<file path="config.mk">
export PLATFORM = sky130hd
export DESIGN_NAME = mp_add_seq
export DESIGN_NICKNAME = d
export VERILOG_FILES = /design/src/rtl/mp_add_seq.sv
export SDC_FILE = /design/constraint.sdc
export NUM_CORES = 1
export LEC_CHECK = 0
export CAP_MARGIN = 20
export CORE_MARGIN = 10
export CORE_UTILIZATION = 40
export CTS_CLUSTER_DIAMETER = 50
export DETAILED_ROUTE_END_ITERATION = 8
export HOLD_SLACK_MARGIN = 0.03
export PLACE_DENSITY = 0.69
export SYNTH_ARGS = -nofsm -noshare
export SYNTH_HDL_FRONTEND = slang
export SYNTH_SLANG_ARGS = --single-unit
</file>
<file path="constraint.sdc">
create_clock -name clk -period 6.36 [get_ports clk]
set_input_delay 0.636 -clock clk [delete_from_list [all_inputs] [get_ports clk]]
set_output_delay 0.636 -clock clk [all_outputs]
set_load 0.01 [all_outputs]
</file>
<file path="src/rtl/mp_add_seq.sv">
// mp_add_seq: byte-serial multi-precision add/subtract sequencer over one shared 8-bit adder slice; MP_ADD_OVF_EN adds out_ovf
module mp_add_seq #(
  parameter int WORDS = 4
) (
  input  logic               clk,
  input  logic               rst,
  input  logic               in_valid,
  output logic               in_ready,
  input  logic [8*WORDS-1:0] in_a,
  input  logic [8*WORDS-1:0] in_b,
  input  logic               in_cin,
  input  logic               in_sub,
  output logic [7:0]         add_a,
  output logic [7:0]         add_b,
  output logic               add_cin,
  input  logic [7:0]         add_sum,
  input  logic               add_cout,
  output logic               out_valid,
  input  logic               out_ready,
  output logic [8*WORDS-1:0] out_sum,
  output logic               out_cout
`ifdef MP_ADD_OVF_EN
  ,
  output logic               out_ovf
`endif
);
  localparam int W  = 8 * WORDS;
  localparam int IW = $clog2(WORDS);
  typedef enum logic [1:0] {IDLE, RUN, DONE} state_t;
  state_t         r_state;
  logic [IW-1:0]  r_idx;
  logic [W-1:0]   r_a;
  logic [W-1:0]   r_b;
  logic [W-1:0]   r_sum;
  logic           r_carry;
  logic           r_in_ready;
  logic           r_out_valid;
  logic           w_run;
  logic           w_last;
  assign w_run     = r_state == RUN;
  assign w_last    = r_idx == IW'(WORDS - 1);
  assign add_a     = w_run ? r_a[{r_idx, 3'b000} +: 8] : 8'd0;
  assign add_b     = w_run ? r_b[{r_idx, 3'b000} +: 8] : 8'd0;
  assign add_cin   = w_run & r_carry;
  assign in_ready  = r_in_ready;
  assign out_valid = r_out_valid;
  assign out_sum   = r_sum;
  assign out_cout  = r_carry;
  // sequencer: latch operands on accept, ripple one byte per cycle, hold result until consumed
  always_ff @(posedge clk) begin
    if (rst) begin
      r_state     <= IDLE;
      r_idx       <= '0;
      r_a         <= '0;
      r_b         <= '0;
      r_sum       <= '0;
      r_carry     <= 1'b0;
      r_in_ready  <= 1'b1;
      r_out_valid <= 1'b0;
    end else begin
      case (r_state)
        IDLE: if (in_valid) begin
          r_a        <= in_a;
          r_b        <= in_sub ? ~in_b : in_b;
          r_carry    <= in_sub | in_cin;
          r_idx      <= '0;
          r_sum      <= '0;
          r_in_ready <= 1'b0;
          r_state    <= RUN;
        end
        RUN: begin
          r_sum[{r_idx, 3'b000} +: 8] <= add_sum;
          r_carry <= add_cout;
          r_idx   <= w_last ? r_idx : r_idx + 1'b1;
          if (w_last) begin
            r_out_valid <= 1'b1;
            r_state     <= DONE;
          end
        end
        DONE: if (out_ready) begin
          r_out_valid <= 1'b0;
          r_in_ready  <= 1'b1;
          r_state     <= IDLE;
        end
        default: r_state <= IDLE;
      endcase
    end
  end
`ifdef MP_ADD_OVF_EN
  logic r_ovf;
  assign out_ovf = r_ovf;
  // signed overflow captured from the MSB byte on the last ripple step
  always_ff @(posedge clk) begin
    if (rst) r_ovf <= 1'b0;
    else if (r_state == IDLE && in_valid) r_ovf <= 1'b0;
    else if (w_run && w_last) r_ovf <= (r_a[W-1] == r_b[W-1]) && (add_sum[7] != r_a[W-1]);
  end
`endif
endmodule
</file>
==> results of run 1 <==
-- final cells by class --
class / count / area share, %
inverters: 6 / 0.3770
clock inverters: 6 / 0.9007
flip-flops and latches: 103 / 34.52
multi-input cells: 306 / 37.08
repair buffers: 134 / 22.12
well taps: 140 / 2.933
clock buffers: 9 / 2.074
-- per-stage QoR --
step,hold slack (ns),setup slack [ns],cells
2_1_floorplan,0.4331,4.298,451
4_1_cts,0.4582,3.116,704
5_1_grt,0.4803,2.999,704
3_5_place_dp,0.4444,3.528,689
6_report,0.4587,3.173,704
3_3_place_gp,0.4395,3.568,689
-- logic make-up (layout without fill, tap and decap cells) --
| logic type | after synthesis | count (layout) | synth area share, % |
|---|---|---|---|
| AO/OA/AOI/OAI | 113 | 113 | 17.63 |
| XOR/XNOR | 32 | 32 | 6.250 |
| adder cells (fa/ha/maj) | 6 | 6 | 1.674 |
| buffers and inverters | 42 | 155 | 4.632 |
| flip-flops | 103 | 103 | 45.98 |
| multiplexers | 20 | 20 | 9.040 |
| AND/OR/NAND/NOR | 135 | 135 | 14.79 |
-- cells in the final DEF (no fill, tap or decap), drive strengths merged, types with 2 or more instances in the layout --
cell,instances
mux4,16
ha,6
nor2b,16
or3b,2
inv,9
nand3b,2
nor3,2
clkdlybuf4s50,128
clkinv,2
a211oi,32
nor4b,2
a22o,32
nor2,36
a21oi,42
buf,6
nand2b,3
xnor2,32
o21bai,2
o21ai,2
nor4,2
dfxtp,103
clkbuf,9
mux2,4
nand2,66
nor3b,2
-- per-layer routing --
| metal | up-vias | global-route usage [%] | routed length, µm |
|---|---|---|---|
| met1 | 1675 | 18.32 | 5653 |
| met5 | - | 0 | 0 |
| met2 | 109 | 22.56 | 5199 |
| met4 | 0 | 3.215 | 97 |
| met3 | 8 | 5.579 | 934 |
| li1 | 1801 | - | - |
-- sequential cells by signal (all words and copies together), names as in the netlist --
signal / flops
r_a: 32
out_valid: 1
out_cout: 1
r_idx: 2
out_sum: 32
r_b: 32
in_ready: 1
r_state: 2
-- power groups by stage --
| stage | sequential (mW) | combinational, mW | clock, mW |
|---|---|---|---|
| after floorplan | 0.709 | 0.134 | 0 |
| after global placement | 0.715 | 0.218 | 0 |
| after detailed placement | 0.716 | 0.222 | 0 |
| after CTS | 0.702 | 0.223 | 0.391 |
| after global routing | 0.706 | 0.242 | 0.414 |
| final | 0.701 | 0.221 | 0.384 |
-- worst min-delay path by stage --
stage / startpoint / depth (start not counted) / end / slack (ns)
after floorplan: r_a[16]$_SDFFE_PP0P_ / 2 / r_a[16]$_SDFFE_PP0P_ / 0.43
final: r_a[14]$_SDFFE_PP0P_ / 2 / r_a[14]$_SDFFE_PP0P_ / 0.46
after global routing: r_a[24]$_SDFFE_PP0P_ / 2 / r_a[24]$_SDFFE_PP0P_ / 0.48
after global placement: r_a[6]$_SDFFE_PP0P_ / 2 / r_a[6]$_SDFFE_PP0P_ / 0.44
after detailed placement: r_a[18]$_SDFFE_PP0P_ / 2 / r_a[18]$_SDFFE_PP0P_ / 0.44
after CTS: r_a[18]$_SDFFE_PP0P_ / 2 / r_a[18]$_SDFFE_PP0P_ / 0.46
-- critical path: stages (launching register included) --
cell and delay [ns]:
dfxtp_1 0.61, buf_4 0.38, mux4_2 0.54, nor2b_1 0.15, clkdlybuf4s50_1 0.50
==> metrics.cfg, run 1 <==
[run_status]
status = finished, final reports clean

[setup_path]
worstSetupPathType = register to output pin
worstPathRequired_ns = 5.72
r2r_cells = 5
end_kind = output pin
r2r_slack_ns = 3.77
cp-startpoint = r_idx[0]$_SDFFE_PP0P_
timing.rr.end = out_sum[3]$_SDFFE_PP0P_
setup.worst_path.start_class = register
crit_arrival_ns = 2.55
cp_max_fo = 14
cp-endpoint = add_a[6]
r2r-start = r_idx[1]$_SDFFE_PP0P_

[clock_tree]
path_clk_slew_ns = 0.10
cts_max_level = 3
ctsLongestPathBuffers = 2
cts_sinks = 103
cts_tree = done
cts_setup_buffers = 0
cts_inserted_buffers = 9
cts_root_buf = clkbuf_8
clock_latency_ns = 0.37
cts_resized = 0
ctsHoldBuffers = 0

[global_route]
grt_overflow = 0
grt_max_degree = 97
antenna_found_initial = 0
grt_pass1_wl_mm = 19.14
track_usage_pct = 14.40
grt_pass1_vias = 3707

[logic_synthesis]
synth_flop_cell = dfxtp_1
yosysWarnings = 0
syn_nets = 536
syn_area_um2 = 4484
synthTopCellsByArea = dfxtp_1, mux4_2, a22o_1
synth-seq-area-share_pct = 45.98
synthTopCellsByCount = dfxtp_1, nand2_1, a21oi_1
ys_seq_elements = 103
synthArstFlopShare_pct = 0
synth_most_common_cell = dfxtp_1
synth-edff-count = 0
ys_types = 34
synthCells = 451
yosysTopAreaCell = dfxtp_1
synth_top_area_share_pct = 45.98
syn_avg_cell_area_um2 = 9.943

[drt]
vias = 3593
ant_nets = 0
viasPerCell = 5.104
wirelength_mm = 11.88
routedWlPerCell_um = 16.88
firstDrtPassIters = 4
drtIter0Drc = 277
drc_errors = 0

[worst_hold_path]
hold_class = register to register

[placement]
gp_congestion = 0.7772
placed_cell_area_um2 = 5796
portBuffers = 130
hpwl_mm = 8.416

[floorplan]
die_w_um = 125.9
die_h_um = 125.9
coreArea_um2 = 10890
row_count = 38
initial_utilization_pct = 41.19
ioPinCount = 131
dieArea_um2 = 15850

[timing]
setup_viol = 0
slew_headroom_pct = 36.61
hold_viol_final = 0
finalCritPeriodShare_pct = 50.11
finalMaxSlewViolations = 0
clock_skew_ns = 0.01259
grt_setup_unrepaired = no
final.min_clock_period_ns = 3.187
fin_tns_setup_ns = 0
max_freq_ghz = 0.3138
worst_pin_slew_ns = 0.9508

[power]
p_total_mw = 1.306
power.leakage_nw = 2.097
sequentialPowerShare_pct = 53.7
switching_power_uw = 358.6
power_density_nw_per_um2 = 218.6
swShare_pct = 27.46
p_clk_share_pct = 29.4
p_int_uw = 947.3
pwr-share-comb_pct = 16.9
peakVddDrop_uv = 110.9

[layout]
num_antenna_cells = 0
drive_above_1_share_pct = 9.043
regArea_um2 = 2062
fillers = 983
syn2layout_area_growth_pct = 33.20
multi_input_area_um2 = 2215
fin_util_pct = 54.86
nets = 645
design_area_um2 = 5973

[run]
drv_cap = 0

Note: power is estimated with default switching activity, not from simulation.
==> run 2: changes to the inputs <==
clock period = 3.1 ns   (was 6.36 ns; I/O delays follow)
==> metrics.cfg, run 2 (synthesized netlist as in run 1, its figures left out) <==
[run_status]
status = finished, final reports clean  ; unchanged

[setup_path]
worstSetupPathType = register to output pin  ; unchanged
end_kind = output pin  ; unchanged
cp_max_fo = 19  ; was 14
crit_arrival_ns = 2.38  ; was 2.55 ns
worstPathRequired_ns = 2.79  ; was 5.72 ns
setup.worst_path.start_class = register  ; unchanged
r2r_cells = 3  ; was 5

[drt]
routedWlPerCell_um = 16.76  ; was 16.88 µm
drc_errors = 0  ; unchanged
viasPerCell = 5.082  ; was 5.104
ant_nets = 0  ; unchanged
drtIter0Drc = 199  ; was 277
wirelength_mm = 11.84  ; was 11.88 mm
vias = 3588  ; was 3,593
firstDrtPassIters = 4  ; unchanged

[global_route]
grt_overflow = 0  ; unchanged
track_usage_pct = 14.20  ; was 14.40%
antenna_found_initial = 0  ; unchanged
grt_max_degree = 97  ; unchanged
grt_pass1_vias = 3644  ; was 3,707
grt_pass1_wl_mm = 19.13  ; was 19.14 mm

[worst_hold_path]
whs_path_depth = 2  ; unchanged
hold_class = register to register  ; unchanged

[power]
power.leakage_nw = 2.118  ; was 2.097 nW
peakVddDrop_uv = 254.6  ; was 110.9 µV
power_density_nw_per_um2 = 454.6  ; was 218.6 nW/µm²
p_total_mw = 2.740  ; was 1.306 mW

[timing]
setup_viol = 0  ; unchanged
worst_pin_slew_ns = 0.9247  ; was 0.9508 ns
finalMaxSlewViolations = 0  ; unchanged
final.min_clock_period_ns = 2.688
max_freq_ghz = 0.3720
grt_setup_unrepaired = no  ; unchanged
whs_ns = 0.4579  ; was 0.4587 ns
fin_tns_setup_ns = 0  ; unchanged
clock_skew_ns = 0.01325  ; was 0.01259 ns
hold_viol_final = 0  ; unchanged
slew_headroom_pct = 38.35  ; was 36.61%
finalCritPeriodShare_pct = 86.71
fin_ws_ns = 0.4119  ; was 3.173 ns

[clock_tree]
path_clk_slew_ns = 0.09  ; was 0.10 ns
cts_root_buf = clkbuf_8  ; unchanged
cts_inserted_buffers = 9  ; unchanged
ctsLongestPathBuffers = 2  ; unchanged
cts_tree = done  ; unchanged
clock_latency_ns = 0.35  ; was 0.37 ns
ctsHoldBuffers = 0  ; unchanged
cts_sinks = 103  ; unchanged
cts_resized = 0  ; unchanged
cts_max_level = 3  ; unchanged
cts_setup_buffers = 0  ; unchanged

[layout]
drive_above_1_share_pct = 9.011  ; was 9.043%
design_area_um2 = 6028  ; was 5973 µm²
nets = 646  ; was 645
syn2layout_area_growth_pct = 34.43  ; was 33.20%
layout_commonest_cell = clkdlybuf4s50_1  ; unchanged
layout_common_cells = clkdlybuf4s50_1, dfxtp_1, nand2_1  ; unchanged
num_antenna_cells = 0  ; unchanged

[floorplan]
coreArea_um2 = 10890  ; unchanged
die_w_um = 125.9  ; unchanged
row_count = 38  ; unchanged
die_h_um = 125.9  ; unchanged
dieArea_um2 = 15850  ; unchanged
initial_utilization_pct = 41.19  ; unchanged
ioPinCount = 131  ; unchanged

[placement]
placed_cell_area_um2 = 5828  ; was 5796 µm²
hpwl_mm = 8.579  ; was 8.416 mm
portBuffers = 130  ; unchanged
gp_congestion = 0.7592  ; was 0.7772
post-place-ws_ns = 0.7710  ; was 3.528 ns

[run]
drv_cap = 0  ; unchanged

## run 2: critical path, cell delays in order, from the launching register on
cell and delay [ns]:
dfxtp_1 0.46, buf_4 0.38, mux4_2 0.53, nor2b_1 0.15, clkdlybuf4s50_1 0.50
## run 2: final timing paths
kind,startpoint,endpoint,slack [ns]
hold / removal,r_a[20]$_SDFFE_PP0P_,r_a[20]$_SDFFE_PP0P_,0.46
hold reg to reg,r_a[20]$_SDFFE_PP0P_,r_a[20]$_SDFFE_PP0P_,0.46
setup / recovery,r_idx[0]$_SDFFE_PP0P_,add_a[6],0.41
setup reg to reg,r_state[0]$_SDFFE_PP0P_,out_cout$_SDFFE_PP0P_,1.01
## run 2: power by group
| group | switching (mW) | internal (mW) |
|---|---|---|
| registers | 0.0438 | 1.39 |
| logic | 0.206 | 0.251 |
| clock network | 0.446 | 0.400 |
## run 2: metrics by stage
stage / util (%) / instances
floorplan: - / 451
global placement: 53.53 / 690
detailed placement: 53.53 / 690
CTS: 55.37 / 706
global route: 55.37 / 706
finish: 55.37 / 706
## run 2: final cells by class
| type | instances | area, µm² |
|---|---|---|
| timing repair buffer | 135 | 1354 |
| clock inverter | 4 | 55.05 |
| tap | 140 | 175.2 |
| fill | 1005 | 4860 |
| inverter | 6 | 22.52 |
| clock buffer | 12 | 145.1 |
| sequential | 103 | 2062 |
| multi-input combinational | 306 | 2215 |
## run 2: routing by layer
metal  share of wire (%)  vias up  global-route usage [%]
met2                  46      106                   21.95
met1                  47     1678                   18.99
met3                 6.6        7                   4.111
li1                    -     1797                       -
met5                   0        -                       0
met4                0.72        0                   3.617
==> run 3: changes to the inputs <==
DONT_BUFFER_PORTS = 1   (was not set)
PLACE_DENSITY = 0.54   (was 0.69)
==> metrics.cfg, run 3 (synthesized netlist as in run 1, its figures left out) <==
[setup_path]
crit_arrival_ns = 2.46  ; was 2.38 ns
setup.worst_path.start_class = register  ; unchanged
end_kind = register  ; was output pin
worstSetupPathType = register to register  ; was register to output pin
worstPathRequired_ns = 3.41  ; was 2.79 ns
cp_max_fo = 18  ; was 19

[timing]
whs_ns = 0.06794  ; was 0.4579 ns
clock_skew_ns = 0.01369  ; was 0.01325 ns
grt_setup_unrepaired = no  ; unchanged
finalMaxSlewViolations = 0  ; unchanged
worst_pin_slew_ns = 0.8207  ; was 0.9247 ns
slew_headroom_pct = 44.83  ; was 38.35%
final.min_clock_period_ns = 2.157  ; was 2.688 ns
fin_ws_ns = 0.9431  ; was 0.4119 ns
max_freq_ghz = 0.4636  ; was 0.3720 GHz
fin_tns_setup_ns = 0  ; unchanged
hold_viol_final = 0  ; unchanged
finalCritPeriodShare_pct = 69.58  ; was 86.71%
setup_viol = 0  ; unchanged

[power]
sequentialPowerShare_pct = 58.0  ; was 52.5%
peakVddDrop_uv = 222.0  ; was 254.6 µV
p_int_mw = 1.826  ; was 2.044 mW
power.leakage_nw = 1.635  ; was 2.118 nW
switching_power_uw = 655.4  ; was 695.7 µW
swShare_pct = 26.42  ; was 25.39%
pwr-share-comb_pct = 12.2  ; was 16.7%
p_clk_share_pct = 29.8  ; was 30.9%
power_density_nw_per_um2 = 525.7  ; was 454.6 nW/µm²

[layout]
layout_commonest_cell = dfxtp_1  ; was clkdlybuf4s50_1
nets = 519  ; was 646
syn2layout_area_growth_pct = 5.246  ; was 34.43%
num_antenna_cells = 0  ; unchanged
layout_common_cells = dfxtp_1, nand2_1, a21oi_1  ; was clkdlybuf4s50_1, dfxtp_1, nand2_1
drive_above_1_share_pct = 11.64  ; was 9.011%

[drt]
maxUsedRoutingLayer = met4  ; unchanged
firstDrtPassIters = 4  ; unchanged
wl_met2_mm = 5.250  ; was 5.412 mm
viasPerCell = 5.410  ; was 5.082
wirelength_mm = 11.11  ; was 11.84 mm
ant_nets = 0  ; unchanged
dr_wl_met3_mm = 1.032  ; was 781 µm
routedWlPerCell_um = 19.22  ; was 16.76 µm
drtIter0Drc = 172  ; was 199
wl_met1_mm = 4.702  ; was 5.556 mm
drc_errors = 0  ; unchanged
vias = 3127  ; was 3,588

[floorplan]
row_count = 38  ; unchanged
die_h_um = 125.9  ; unchanged
dieArea_um2 = 15850  ; unchanged
initial_utilization_pct = 41.19  ; unchanged
ioPinCount = 131  ; unchanged
coreArea_um2 = 10890  ; unchanged
die_w_um = 125.9  ; unchanged

[clock_tree]
ctsHoldBuffers = 2  ; was 0
ctsLongestPathBuffers = 2  ; unchanged
clock_latency_ns = 0.36  ; was 0.35 ns
cts_sinks = 103  ; unchanged
cts_resized = 0  ; unchanged
cts_tree = done  ; unchanged
cts_inserted_buffers = 9  ; unchanged
cts_root_buf = clkbuf_8  ; unchanged
cts_max_level = 3  ; unchanged
cts_setup_buffers = 0  ; unchanged
path_clk_slew_ns = 0.10  ; was 0.09 ns

[global_route]
track_usage_pct = 13.37  ; was 14.20%
grt_pass1_vias = 3058  ; was 3,644
antenna_found_initial = 0  ; unchanged
grt_pass1_wl_mm = 17.21  ; was 19.13 mm
grt_max_degree = 70  ; was 97
grt_overflow = 0  ; unchanged

[run]
drv_cap = 0  ; unchanged

[placement]
gp_congestion = 0.7434  ; was 0.7592
post-place-ws_ns = 0.9308  ; was 0.7710 ns
portBuffers = 0  ; was 130
hpwl_mm = 7.725  ; was 8.579 mm

[worst_hold_path]
hold_class = input port to register  ; was register to register

[run_status]
status = finished, final reports clean  ; unchanged

==> run 3: changes by cell type in the layout (fill, tap and decap cells not counted), sizes merged <==
cell,before,now
dlygate4sd3,0,1
inv,6,7
bufinv,1,0
clkinv,2,3
clkdlybuf4s50,128,0
clkbuf,12,10
==> run 3: power by group through the flow <==
stage,logic [mW],registers [mW],clock network [mW]
2_1_floorplan,0.275,1.45,0
3_3_place_gp,0.281,1.47,0
3_5_place_dp,0.287,1.47,0
4_1_cts,0.308,1.44,0.764
5_1_grt,0.340,1.45,0.819
6_report,0.302,1.44,0.740
==> run 3: final timing paths <==
kind | from | to | slack (ns) | cells after the start
max | r_idx[0]$_SDFFE_PP0P_ | out_sum[7]$_SDFFE_PP0P_ | 0.94 | 5
min | in_a[19] | r_a[19]$_SDFFE_PP0P_ | 0.07 | 2
max reg2reg | r_idx[0]$_SDFFE_PP0P_ | out_sum[7]$_SDFFE_PP0P_ | 0.94 | 5
min reg2reg | r_a[13]$_SDFFE_PP0P_ | r_a[13]$_SDFFE_PP0P_ | 0.46 | 2
==> run 3: per-layer routing <==
layer	track usage, %	vias up
met1	15.93	1466
met4	4.220	0
li1	-	1551
met3	5.914	11
met2	21.16	99
met5	0	-
==> run 3: area by class of cell <==
type                       instances  area [µm²]
fill                            1067        6168
clock inverter                     5       35.03
inverter                           6       22.52
tap                              140       175.2
sequential                       103        2062
multi-input combinational        306        2215
timing repair buffer               8       82.58
clock buffer                      10       127.6
==> run 3: worst max-delay path, cell delays in order (launching register included) <==
cell and delay, ns:
dfxtp_1 0.34, buf_4 0.26, inv_1 0.13, ha_1 0.39, nor4_2 0.76, a22o_1 0.23
==> run 3: metrics by stage <==
stage	cell area [µm²]	utilization, %	std cells	power, mW
after CTS	4720	43.35	578	2.512
after global placement	4519	41.51	561	1.751
after floorplan	4484	-	451	1.728
after detailed placement	4519	41.51	561	1.758
after global routing	4720	43.35	578	2.609
final	4720	43.35	578	2.481
